**src/rtl/par_to_seq_stream_if.sv**
```systemverilog
// Word-in / symbol-out handshake bundle for par_to_seq_stream.
// slave is the converter side, master is the producer/consumer side.
interface par_to_seq_stream_if #(
  parameter int PAR_SZ = 8,
  parameter int SYM_SZ = 1
);
  logic [PAR_SZ-1:0] par;
  logic              par_msb_first;
  logic              par_valid;
  logic              par_ready;
  logic [SYM_SZ-1:0] seq;
  logic              seq_valid;
  logic              seq_last;
  logic              seq_ready;
  logic              busy;

  modport master (
    output par, par_msb_first, par_valid, seq_ready,
    input  par_ready, seq, seq_valid, seq_last, busy
  );

  modport slave (
    input  par, par_msb_first, par_valid, seq_ready,
    output par_ready, seq, seq_valid, seq_last, busy
  );
endinterface

```
**src/rtl/par_to_seq_stream.sv**
```systemverilog
// Parallel-to-serial converter: PAR_SZ-bit words out as SYM_SZ-bit symbols,
// with a one-word holding register so consecutive words stream gap-free.
module par_to_seq_stream #(
  parameter int              PAR_SZ   = 8,
  parameter int              SYM_SZ   = 1,
  parameter logic [SYM_SZ-1:0] IDLE_VAL = '0
) (
  input  logic                 clk,
  input  logic                 reset,
  par_to_seq_stream_if.slave   bus
);
  localparam int NSYM = PAR_SZ / SYM_SZ;
  localparam int CW   = $clog2(NSYM) + 1;
  localparam logic [CW-1:0] LAST_CNT = CW'(NSYM - 1);

  typedef enum logic {IDLE, SHIFT} state_t;

  state_t            state_q;
  logic [PAR_SZ-1:0] shift_q;
  logic [PAR_SZ-1:0] hold_q;
  logic              hold_full_q;
  logic [CW-1:0]     cnt_q;
  logic [SYM_SZ-1:0] seq_q;
  logic              seq_valid_q;
  logic              seq_last_q;

  // Words are normalised to LSB-symbol-first on entry, so the shifter
  // and the holding register never need to remember the bit order.
  logic [PAR_SZ-1:0] par_rev;
  logic [PAR_SZ-1:0] par_norm;

  generate
    for (genvar gi = 0; gi < NSYM; gi++) begin : g_rev
      assign par_rev[gi*SYM_SZ +: SYM_SZ] = bus.par[(NSYM-1-gi)*SYM_SZ +: SYM_SZ];
    end
  endgenerate

  assign par_norm = bus.par_msb_first ? par_rev : bus.par;

  logic par_ready;
  logic accept;
  logic sym_hs;
  logic last_hs;

  assign par_ready = !hold_full_q && !reset;
  assign accept    = bus.par_valid && par_ready;
  assign sym_hs    = seq_valid_q && bus.seq_ready;
  assign last_hs   = sym_hs && seq_last_q;

  logic              load_d;
  logic [PAR_SZ-1:0] load_word_d;
  logic              to_hold_d;
  logic [CW-1:0]     cnt_d;

  always_comb begin
    load_d      = 1'b0;
    load_word_d = par_norm;
    if (state_q == IDLE) begin
      load_d = accept;
    end else if (last_hs) begin
      // A held word takes precedence; otherwise a word arriving right now bypasses.
      if (hold_full_q) begin
        load_d      = 1'b1;
        load_word_d = hold_q;
      end else begin
        load_d = accept;
      end
    end
  end

  assign to_hold_d = accept && (state_q == SHIFT) && !last_hs;
  assign cnt_d     = cnt_q + 1'b1;

  always_ff @(posedge clk) begin
    if (reset) begin
      state_q     <= IDLE;
      shift_q     <= '0;
      hold_q      <= '0;
      hold_full_q <= 1'b0;
      cnt_q       <= '0;
      seq_q       <= IDLE_VAL;
      seq_valid_q <= 1'b0;
      seq_last_q  <= 1'b0;
    end else begin
      if (to_hold_d) begin
        hold_q      <= par_norm;
        hold_full_q <= 1'b1;
      end else if (last_hs && hold_full_q) begin
        hold_full_q <= 1'b0;
      end

      if (load_d) begin
        state_q     <= SHIFT;
        seq_q       <= load_word_d[SYM_SZ-1:0];
        shift_q     <= load_word_d >> SYM_SZ;
        cnt_q       <= '0;
        seq_valid_q <= 1'b1;
        seq_last_q  <= (LAST_CNT == '0);
      end else begin
        case (state_q)
          SHIFT: begin
            if (last_hs) begin
              state_q     <= IDLE;
              seq_q       <= IDLE_VAL;
              cnt_q       <= '0;
              seq_valid_q <= 1'b0;
              seq_last_q  <= 1'b0;
            end else if (sym_hs) begin
              seq_q      <= shift_q[SYM_SZ-1:0];
              shift_q    <= shift_q >> SYM_SZ;
              cnt_q      <= cnt_d;
              seq_last_q <= (cnt_d == LAST_CNT);
            end
          end
          default: ;
        endcase
      end
    end
  end

  assign bus.par_ready = par_ready;
  assign bus.seq       = seq_q;
  assign bus.seq_valid = seq_valid_q;
  assign bus.seq_last  = seq_last_q;
  assign bus.busy      = seq_valid_q || hold_full_q;
endmodule
```
**src/flat_wrapper.sv**
```systemverilog
// flat-port wrapper written by rule: the top's interface ports become plain ports
module par_to_seq_stream_flat 
#(
  parameter int              PAR_SZ   = 8,
  parameter int              SYM_SZ   = 1,
  parameter logic [SYM_SZ-1:0] IDLE_VAL = '0
)
  (clk, reset, bus_par, bus_par_msb_first, bus_par_valid, bus_seq_ready, bus_par_ready, bus_seq, bus_seq_valid, bus_seq_last, bus_busy);
  par_to_seq_stream_if #(.PAR_SZ(PAR_SZ), .SYM_SZ(SYM_SZ)) bus_i ();
  input  logic clk;
  input  logic reset;
  input wire logic [$bits(bus_i.par)-1:0] bus_par;
  input wire logic [$bits(bus_i.par_msb_first)-1:0] bus_par_msb_first;
  input wire logic [$bits(bus_i.par_valid)-1:0] bus_par_valid;
  input wire logic [$bits(bus_i.seq_ready)-1:0] bus_seq_ready;
  output wire logic [$bits(bus_i.par_ready)-1:0] bus_par_ready;
  output wire logic [$bits(bus_i.seq)-1:0] bus_seq;
  output wire logic [$bits(bus_i.seq_valid)-1:0] bus_seq_valid;
  output wire logic [$bits(bus_i.seq_last)-1:0] bus_seq_last;
  output wire logic [$bits(bus_i.busy)-1:0] bus_busy;
  assign bus_i.par = bus_par;
  assign bus_i.par_msb_first = bus_par_msb_first;
  assign bus_i.par_valid = bus_par_valid;
  assign bus_i.seq_ready = bus_seq_ready;
  assign bus_par_ready = bus_i.par_ready;
  assign bus_seq = bus_i.seq;
  assign bus_seq_valid = bus_i.seq_valid;
  assign bus_seq_last = bus_i.seq_last;
  assign bus_busy = bus_i.busy;
  par_to_seq_stream #(.PAR_SZ(PAR_SZ), .SYM_SZ(SYM_SZ), .IDLE_VAL(IDLE_VAL)) u_core (.clk(clk), .reset(reset), .bus(bus_i));
endmodule
```
**config.mk**
```make
export PLATFORM = sky130hd
export DESIGN_NAME = par_to_seq_stream_flat
export DESIGN_NICKNAME = d
export VERILOG_FILES = /design/src/rtl/par_to_seq_stream_if.sv /design/src/rtl/par_to_seq_stream.sv /design/src/flat_wrapper.sv
export SDC_FILE = /design/constraint.sdc
export NUM_CORES = 1
export LEC_CHECK = 0
export BUFFER_PORTS_ARGS = -buffer_cell sky130_fd_sc_hd__buf_4
export CORE_UTILIZATION = 60
export DETAILED_ROUTE_END_ITERATION = 7
export PLACE_DENSITY = 0.94
export SETUP_SLACK_MARGIN = 0.05
export SYNTH_ARGS = -nofsm -noshare
export SYNTH_HDL_FRONTEND = slang
export SYNTH_SLANG_ARGS = --single-unit
```
**constraint.sdc**
```tcl
create_clock -name clk -period 2.45 [get_ports clk]
set_input_delay 0.245 -clock clk [delete_from_list [all_inputs] [get_ports clk]]
set_output_delay 0.245 -clock clk [all_outputs]
set_load 0.005 [all_outputs]
```
==> impl_metrics.json, run 1 <==
{
  "grt_max_degree": 24,
  "cp-start-kind": "register",
  "grt_pass1_wl_um": 4800,
  "outcome": "complete, no violations",
  "antenna_cells": 0,
  "clock_latency_ns": 0.32,
  "ys_ff_latch": 24,
  "synthesis.area_um2": 1310,
  "clockBufferDepth": 2,
  "power_density_nw_per_um2": 538,
  "antenna_found_initial": 0,
  "clk_pin_slew_ns": 0.13,
  "yosysTopAreaCell": "dfxtp_1",
  "drive_gt1_share_pct": 19.3,
  "reg2regPathDepth": 4,
  "drt_iter0_markers": 30,
  "maxSlewViolCount": 0,
  "finalCritPeriodShare_pct": 82.6,
  "synth_top_area_share_pct": 36.7,
  "dp_hpwl_um": 2030,
  "fillers": 175,
  "finalSetupTns_ns": 0,
  "hp-class": "input port to register",
  "synth_edf_count": 0,
  "fp.dieW_um": 48.7,
  "cts-resized-gates": 0,
  "dr.pass1.iters": 4,
  "vias_per_cell": 6.06,
  "synth_area_leaders": "dfxtp_1, mux2i_1, a311oi_1",
  "synth.distinct_cells": 34,
  "path_class": "register to register",
  "yosysWarnings": 0,
  "dieArea_um2": 2370,
  "hold_buffers": 0,
  "numPortBuffers": 17,
  "crit_required_ns": 2.65,
  "skew_ns": 0.00888,
  "final_util_pct": 70.9,
  "area_delta_synth_final_pct": 8.40,
  "gp_congestion": 0.864,
  "worstMarginPinSlew_ns": 0.633,
  "worstPathMaxFanout": 12,
  "cts_setup_buffers": 0,
  "fin_crit_ns": 2.02,
  "async_flop_share_pct": 0,
  "max-vdd-ir-drop_mv": 0.522,
  "start_util_pct": 65.4,
  "avgSynthCellArea_um2": 8.68,
  "nNetsFinal": 177,
  "leakage_uw": 0.000528,
  "yosysMostFrequentCell": "dfxtp_1",
  "synth_flop_cell": "dfxtp_1",
  "ant_nets": 0,
  "ys_seq_area_share_pct": 36.7,
  "synth_top_cells_by_count": "dfxtp_1, nor2_1, nand2_1, o21ai_0, a21oi_1",
  "finalSetupViolCount": 0,
  "cts_root_buf": "clkbuf_4",
  "numClockSinks": 24,
  "rsz0062_at_grt": "false",
  "fmax_mhz": 494,
  "htreeDepth": 1,
  "routedWlPerCell_um": 14.8,
  "grt_util_all_layers_pct": 26.1,
  "synth.net_count": 166,
  "cts_tree": "yes",
  "maxCapViolCount": 0,
  "drc_errors": 0,
  "synth_cells": 151,
  "first_global_vias": 1096,
  "coreArea_um2": 2000,
  "crit_path_end_kind": "register",
  "numCtsBuffers": 3,
  "grt_overflow_total": 0,
  "dr_total_vias": 1140,
  "hold_depth": 3,
  "io_pins": 18,
  "slew_headroom_pct": 57.6,
  "crit_arrival_ns": 2.23,
  "die_h_um": 48.7,
  "wl_um": 2780,
  "hold_violations": 0,
  "num_rows": 16
}
==> power breakdown <==
part	internal [µW]	switching, µW
sequential	411	18.5
combinational	58.9	65.5
clock	91.0	119
total	560	203
==> critical path, cell delays in order, from the launching register on <==
cell and delay (ns):
dfxtp_1 0.61, nand3_1 0.37, a21oi_1 0.55, or2_2 0.28, a311oi_1 0.10
==> path summary, 6_finish.rpt <==
check / start / endpoint / slack, ns
min reg2reg: u_core.shift_q[2]$_SDFFE_PP0P_ / u_core.shift_q[1]$_SDFFE_PP0P_ / 0.50
max: u_core.state_q$_SDFF_PP0_ / u_core.shift_q[5]$_SDFFE_PP0P_ / 0.43
max reg2reg: u_core.state_q$_SDFF_PP0_ / u_core.shift_q[5]$_SDFFE_PP0P_ / 0.43
min: bus_par_valid / u_core.state_q$_SDFF_PP0_ / 0.23
==> cells in the final DEF, fill, tap and decap left out, drive strengths merged <==
master  Yosys  final
a211oi      9      9
inv         4      4
o21ai      11     11
nand3       5      5
ha          2      2
nor2       16     16
nor3        9      9
or2         3      3
a22o        1      1
a22oi       2      2
and3        1      1
a21oi      10     10
or3b        2      2
buf         8     17
dfxtp      24     24
mux2i       8      8
a221oi      1      1
a311oi      7      7
nand2b      2      2
nand3b      1      1
o31ai       1      1
xor2        1      1
o211ai      7      7
nand2      11     11
xnor2       1      1
or4         1      1
clkbuf      3      4
==> sequential cells by signal, indices dropped and copies added, names as in the netlist <==
signal                cells
u_core.bus.seq            1
u_core.bus.seq_last       1
u_core.bus.seq_valid      1
u_core.cnt_q              4
u_core.hold_full_q        1
u_core.hold_q             8
u_core.shift_q            7
u_core.state_q            1
==> metrics by stage <==
stage,power [µW],cells,setup slack (ns),instance area [µm²],hold WS (ns)
after detailed placement,561,184,0.504,1380,0.489
after CTS,769,188,0.474,1420,0.222
after global placement,554,184,0.653,1380,0.472
final,763,188,0.426,1420,0.231
after floorplan,526,151,0.843,1310,0.408
after global routing,801,188,0.189,1420,0.253
==> layer usage <==
metal	routed length, µm	GRT usage (%)	part of all wire [%]
met2	1440	46.3	52
met1	1190	32.1	43
met5	0	0	0
met3	125	5.66	4.5
met4	26	5.88	0.94
==> final cells by class <==
type	count	area (µm²)	area share, %
clock buffers	4	36.3	2.56
inverters	4	15.0	1.06
multi-input cells	112	727	51.2
flip-flops and latches	24	480	33.8
well taps	27	33.8	2.38
repair buffers	17	128	8.99
==> kinds of logic after synthesis <==
| group | count (synthesis) | synth area share [%] |
|---|---|---|
| and+or+nand+nor | 51 | 19.7 |
| AOI/OAI and AO/OA | 49 | 26.5 |
| DFF | 24 | 36.7 |
| buffers and inverters | 15 | 7.83 |
| muxes | 8 | 6.11 |
| xor gates and xnor gates | 2 | 1.34 |
| adders and majority gates | 2 | 1.91 |
Note: power is estimated with default switching activity, not from simulation.
==> inputs of run 2 (changes only) <==
--- a/config.mk
+++ b/config.mk
@@ -6,9 +6,9 @@
 export NUM_CORES = 1
 export LEC_CHECK = 0
 export BUFFER_PORTS_ARGS = -buffer_cell sky130_fd_sc_hd__buf_4
-export CORE_UTILIZATION = 60
+export CORE_UTILIZATION = 56
 export DETAILED_ROUTE_END_ITERATION = 7
-export PLACE_DENSITY = 0.94
+export PLACE_DENSITY = 0.89
 export SETUP_SLACK_MARGIN = 0.05
 export SYNTH_ARGS = -nofsm -noshare
 export SYNTH_HDL_FRONTEND = slang
==> constraint.sdc (replaced) <==
create_clock -name clk -period 2.1 [get_ports clk]
set_input_delay 0.21 -clock clk [delete_from_list [all_inputs] [get_ports clk]]
set_output_delay 0.21 -clock clk [all_outputs]
set_load 0.005 [all_outputs]
==> impl_metrics.json, run 2 (synthesis gave the netlist of run 1 again) <==
{
  "worstMarginPinSlew_ns": 0.548,
  "leakage_uw": 0.000544,
  "power_density_nw_per_um2": 681,
  "final_util_pct": 65.7,
  "path_class": "register to register",
  "first_global_vias": 1038,
  "io_pins": 18,
  "area_delta_synth_final_pct": 10.9,
  "vias_per_cell": 6.10,
  "grt_util_all_layers_pct": 23.6,
  "fin_cells": 191,
  "grt_max_degree": 24,
  "dr.pass1.iters": 4,
  "skew_ns": 0.0130,
  "critPathMaxStageDelay_ns": 0.51,
  "numPortBuffers": 17,
  "slew_headroom_pct": 63.5,
  "fin_crit_ns": 1.84,
  "antenna_found_initial": 0,
  "wl_um": 2730,
  "hp-class": "input port to register",
  "cts_root_buf": "clkbuf_4",
  "htreeDepth": 1,
  "crit_required_ns": 2.36,
  "fillers": 189,
  "cts_tree": "yes",
  "crit_path_end_kind": "register",
  "pre_cts_ws_ns": 0.297,
  "dieArea_um2": 2540,
  "grt_overflow_total": 0,
  "drc_errors": 0,
  "cts-resized-gates": 0,
  "cp-start-kind": "register",
  "hold_violations": 0,
  "crit_arrival_ns": 2.10,
  "critical_path.slowest_cell": "dfxtp_1",
  "dp_hpwl_um": 1930,
  "largest_register_ffs": 8,
  "gp_congestion": 0.827,
  "regArea_um2": 480,
  "numClockSinks": 24,
  "layout.cells.most_common": "dfxtp_1",
  "drt_iter0_markers": 26,
  "dr_total_vias": 1165,
  "finalSetupViolCount": 0,
  "routedWlPerCell_um": 14.3,
  "ant_nets": 0,
  "crit_chain": "nand3_1, a22oi_4, o211ai_1, a311oi_1",
  "hold_buffers": 0,
  "maxSlewViolCount": 0,
  "antenna_cells": 0,
  "die_h_um": 50.4,
  "maxCapViolCount": 0,
  "top_regs": "u_core.hold_q: 8 flops, u_core.shift_q: 7 flops, u_core.cnt_q: 4 flops",
  "outcome": "complete, no violations",
  "fp.dieW_um": 50.4,
  "fmax_mhz": 544,
  "dpl-instance-area_um2": 1400,
  "design_area_um2": 1450,
  "max-vdd-ir-drop_mv": 0.428,
  "clockBufferDepth": 2,
  "worstPathMaxFanout": 13,
  "final_cell_mix": "dfxtp_1, buf_4, nor2_1, nand2_1, o21ai_0",
  "nNetsFinal": 179,
  "cts_setup_buffers": 0,
  "numCtsBuffers": 3,
  "finalCritPeriodShare_pct": 87.6,
  "multiInputGateArea_um2": 727,
  "start_util_pct": 59.2,
  "num_rows": 17,
  "clock_latency_ns": 0.33,
  "finalSetupTns_ns": 0,
  "grt_pass1_wl_um": 4460,
  "coreArea_um2": 2210,
  "clk_pin_slew_ns": 0.14,
  "rsz0062_at_grt": "false",
  "top_register": "u_core.hold_q",
  "fin_ws_ns": 0.261,
  "post-place-cells": 187,
  "drive_gt1_share_pct": 20.2
}
==> run 2: changes by cell type in the layout (fill, tap and decap cells not counted), sizes merged <==
cell    change
buf         +2
clkbuf      -1
bufinv      +1
==> run 2: critical path: cells and delay by family, from the launching register on <==
family | cells | cell delay (ns)
AOI/OAI and AO/OA | 3 | 0.83
DFF | 1 | 0.51
and+or+nand+nor | 1 | 0.43
==> run 2: per-stage QoR <==
step	hold slack [ns]	power [µW]
floorplan	0.373	614
global placement	0.471	649
detailed placement	0.482	656
CTS	0.188	992
global route	0.190	1030
finish	0.197	990
==> run 2: cell type report <==
cell class	instances	area share [%]
clock buffers	3	1.55
clock inverters	1	2.07
inverters	4	1.03
multi-input cells	112	50.0
flip-flops and latches	24	33.1
well taps	28	2.41
repair buffers	19	9.82
==> run 2: per-layer routing <==
layer | GRT usage (%) | up-vias | part of all wire [%]
met3 | 5.15 | 7 | 4.2
met4 | 14.4 | 0 | 2.1
met1 | 24.4 | 533 | 43
met5 | 0 | - | 0
met2 | 42.9 | 39 | 51
li1 | - | 586 | -
==> run 2: power by group <==
group	internal [µW]	switching [µW]	leakage, µW	total [µW]
clock network	193	148	0.0000279	341
registers	479	22.4	0.000196	502
logic	70.0	76.9	0.000320	147
total	743	247	0.000544	990
==> run 2: path summary, 6_finish.rpt <==
| path | cells past startpoint | from | end | slack [ns] |
|---|---|---|---|---|
| hold / removal | 3 | bus_par_valid | u_core.state_q$_SDFF_PP0_ | 0.20 |
| setup / recovery | 4 | u_core.bus.seq_last$_SDFFE_PP0P_ | u_core.shift_q[2]$_SDFFE_PP0P_ | 0.26 |
| setup reg to reg | 4 | u_core.bus.seq_last$_SDFFE_PP0P_ | u_core.shift_q[2]$_SDFFE_PP0P_ | 0.26 |
| hold reg to reg | 2 | u_core.shift_q[6]$_SDFFE_PP0P_ | u_core.shift_q[5]$_SDFFE_PP0P_ | 0.48 |
==> inputs of run 3 (changes only) <==
==> constraint.sdc (replaced) <==
create_clock -name clk -period 2.1 [get_ports clk]
set_input_delay 0.42 -clock clk [delete_from_list [all_inputs] [get_ports clk]]
set_output_delay 0.42 -clock clk [all_outputs]
set_load 0.005 [all_outputs]
==> impl_metrics.json, run 3 (synthesis gave the netlist of run 1 again) <==
{
  "clock_latency_ns": 0.31,
  "numClockSinks": 24,
  "cts_root_buf": "clkbuf_4",
  "largest_register_ffs": 8,
  "clockBufferDepth": 2,
  "final_cell_mix": "dfxtp_1, buf_4, nor2_1, nand2_1, o21ai_0",
  "crit_chain": "nand3_1, a22oi_4, o211ai_1, a311oi_1",
  "routedWlPerCell_um": 13.8,
  "hp-class": "input port to register",
  "rsz0062_at_grt": "false",
  "area_delta_synth_final_pct": 9.17,
  "maxCapViolCount": 0,
  "grt_overflow_total": 0,
  "hold_buffers": 0,
  "finalCritPeriodShare_pct": 87.8,
  "numPortBuffers": 17,
  "drc_errors": 0,
  "worstPathMaxFanout": 13,
  "critical_path.slowest_cell": "dfxtp_1",
  "fmax_mhz": 542,
  "final_util_pct": 64.6,
  "vias_per_cell": 6.05,
  "power_density_nw_per_um2": 591,
  "fin_crit_ns": 1.84,
  "io_pins": 18,
  "dr_total_vias": 1156,
  "maxSlewViolCount": 0,
  "outcome": "complete, no violations",
  "nNetsFinal": 180,
  "top_register": "u_core.hold_q",
  "finalSetupViolCount": 0,
  "dp_hpwl_um": 2010,
  "cts-resized-gates": 0,
  "path_class": "register to register",
  "drive_gt1_share_pct": 20.2,
  "clk_pin_slew_ns": 0.13,
  "dpl-instance-area_um2": 1410,
  "finalPower_uw": 845,
  "finalSetupTns_ns": 0,
  "grt_util_all_layers_pct": 24.4,
  "antenna_cells": 0,
  "dieArea_um2": 2540,
  "crit_path_end_kind": "register",
  "coreArea_um2": 2210,
  "hold_violations": 0,
  "dr.pass1.iters": 4,
  "cp-start-kind": "register",
  "worstMarginPinSlew_ns": 0.546,
  "first_global_vias": 1136,
  "leakage_uw": 0.000535,
  "max-vdd-ir-drop_mv": 0.347,
  "drt_iter0_markers": 17,
  "critPathMaxStageDelay_ns": 0.45,
  "num_rows": 17,
  "skew_ns": 0.00347,
  "crit_arrival_ns": 2.07,
  "fp.dieW_um": 50.4,
  "cts_setup_buffers": 0,
  "antenna_found_initial": 0,
  "die_h_um": 50.4,
  "slew_headroom_pct": 63.6,
  "design_area_um2": 1430,
  "crit_required_ns": 2.32,
  "grt_pass1_wl_um": 4660,
  "grt_max_degree": 24,
  "start_util_pct": 59.2,
  "post-place-cells": 188,
  "top_regs": "u_core.hold_q: 8 flops, u_core.shift_q: 7 flops, u_core.cnt_q: 4 flops",
  "gp_congestion": 0.831,
  "layout.cells.most_common": "dfxtp_1",
  "wl_um": 2640,
  "fin_cells": 191,
  "ant_nets": 0,
  "cts_tree": "yes",
  "htreeDepth": 1,
  "numCtsBuffers": 3
}
## run 3: cell count changes in the layout (fill, tap and decap cells not counted), sizes merged
cell | before | now
buf | 19 | 20
bufinv | 1 | 0
## run 3: worst max-delay path: cells and delay by family (launching register included)
family	cells	cell delay [ns]
compound gates	3	0.89
simple gates	1	0.42
flops	1	0.45
## run 3: layout make-up
cell class	count	area, µm²
tap	28	35.0
sequential	24	480
timing repair buffer	20	150
multi-input combinational	112	727
fill	199	782
inverter	4	15.0
clock buffer	3	22.5
## run 3: final timing paths
check                                        end  slack (ns)  cells past startpoint                               from
setup reg to reg  u_core.shift_q[5]$_SDFFE_PP0P_        0.26                      4  u_core.bus.seq_valid$_SDFFE_PP0P_
setup / recovery  u_core.shift_q[5]$_SDFFE_PP0P_        0.26                      4  u_core.bus.seq_valid$_SDFFE_PP0P_
hold reg to reg   u_core.shift_q[2]$_SDFFE_PP0P_        0.51                      2     u_core.shift_q[3]$_SDFFE_PP0P_
hold / removal         u_core.state_q$_SDFF_PP0_        0.41                      3                      bus_par_valid
## run 3: routing by layer
metal  track usage (%)  up-vias  wire length, µm
met5                 0        -                0
met4              13.9        0               87
met2              44.0       28             1350
li1                  -      580                -
met1              27.4      540             1120
met3              2.73        8               83
## run 3: where the power goes
group / internal, µW / leakage [µW] / switching [µW] / total (µW)
clock network: 67.1 / 0.0000138 / 133 / 200
logic: 70.0 / 0.000326 / 75.2 / 145
registers: 479 / 0.000196 / 20.7 / 500
## run 3: metrics by stage
step                setup slack (ns)  hold slack, ns
global placement               0.361           0.478
global route                  0.0651           0.407
finish                         0.256           0.414
detailed placement             0.230           0.485
floorplan                      0.493           0.460
CTS                            0.270           0.399
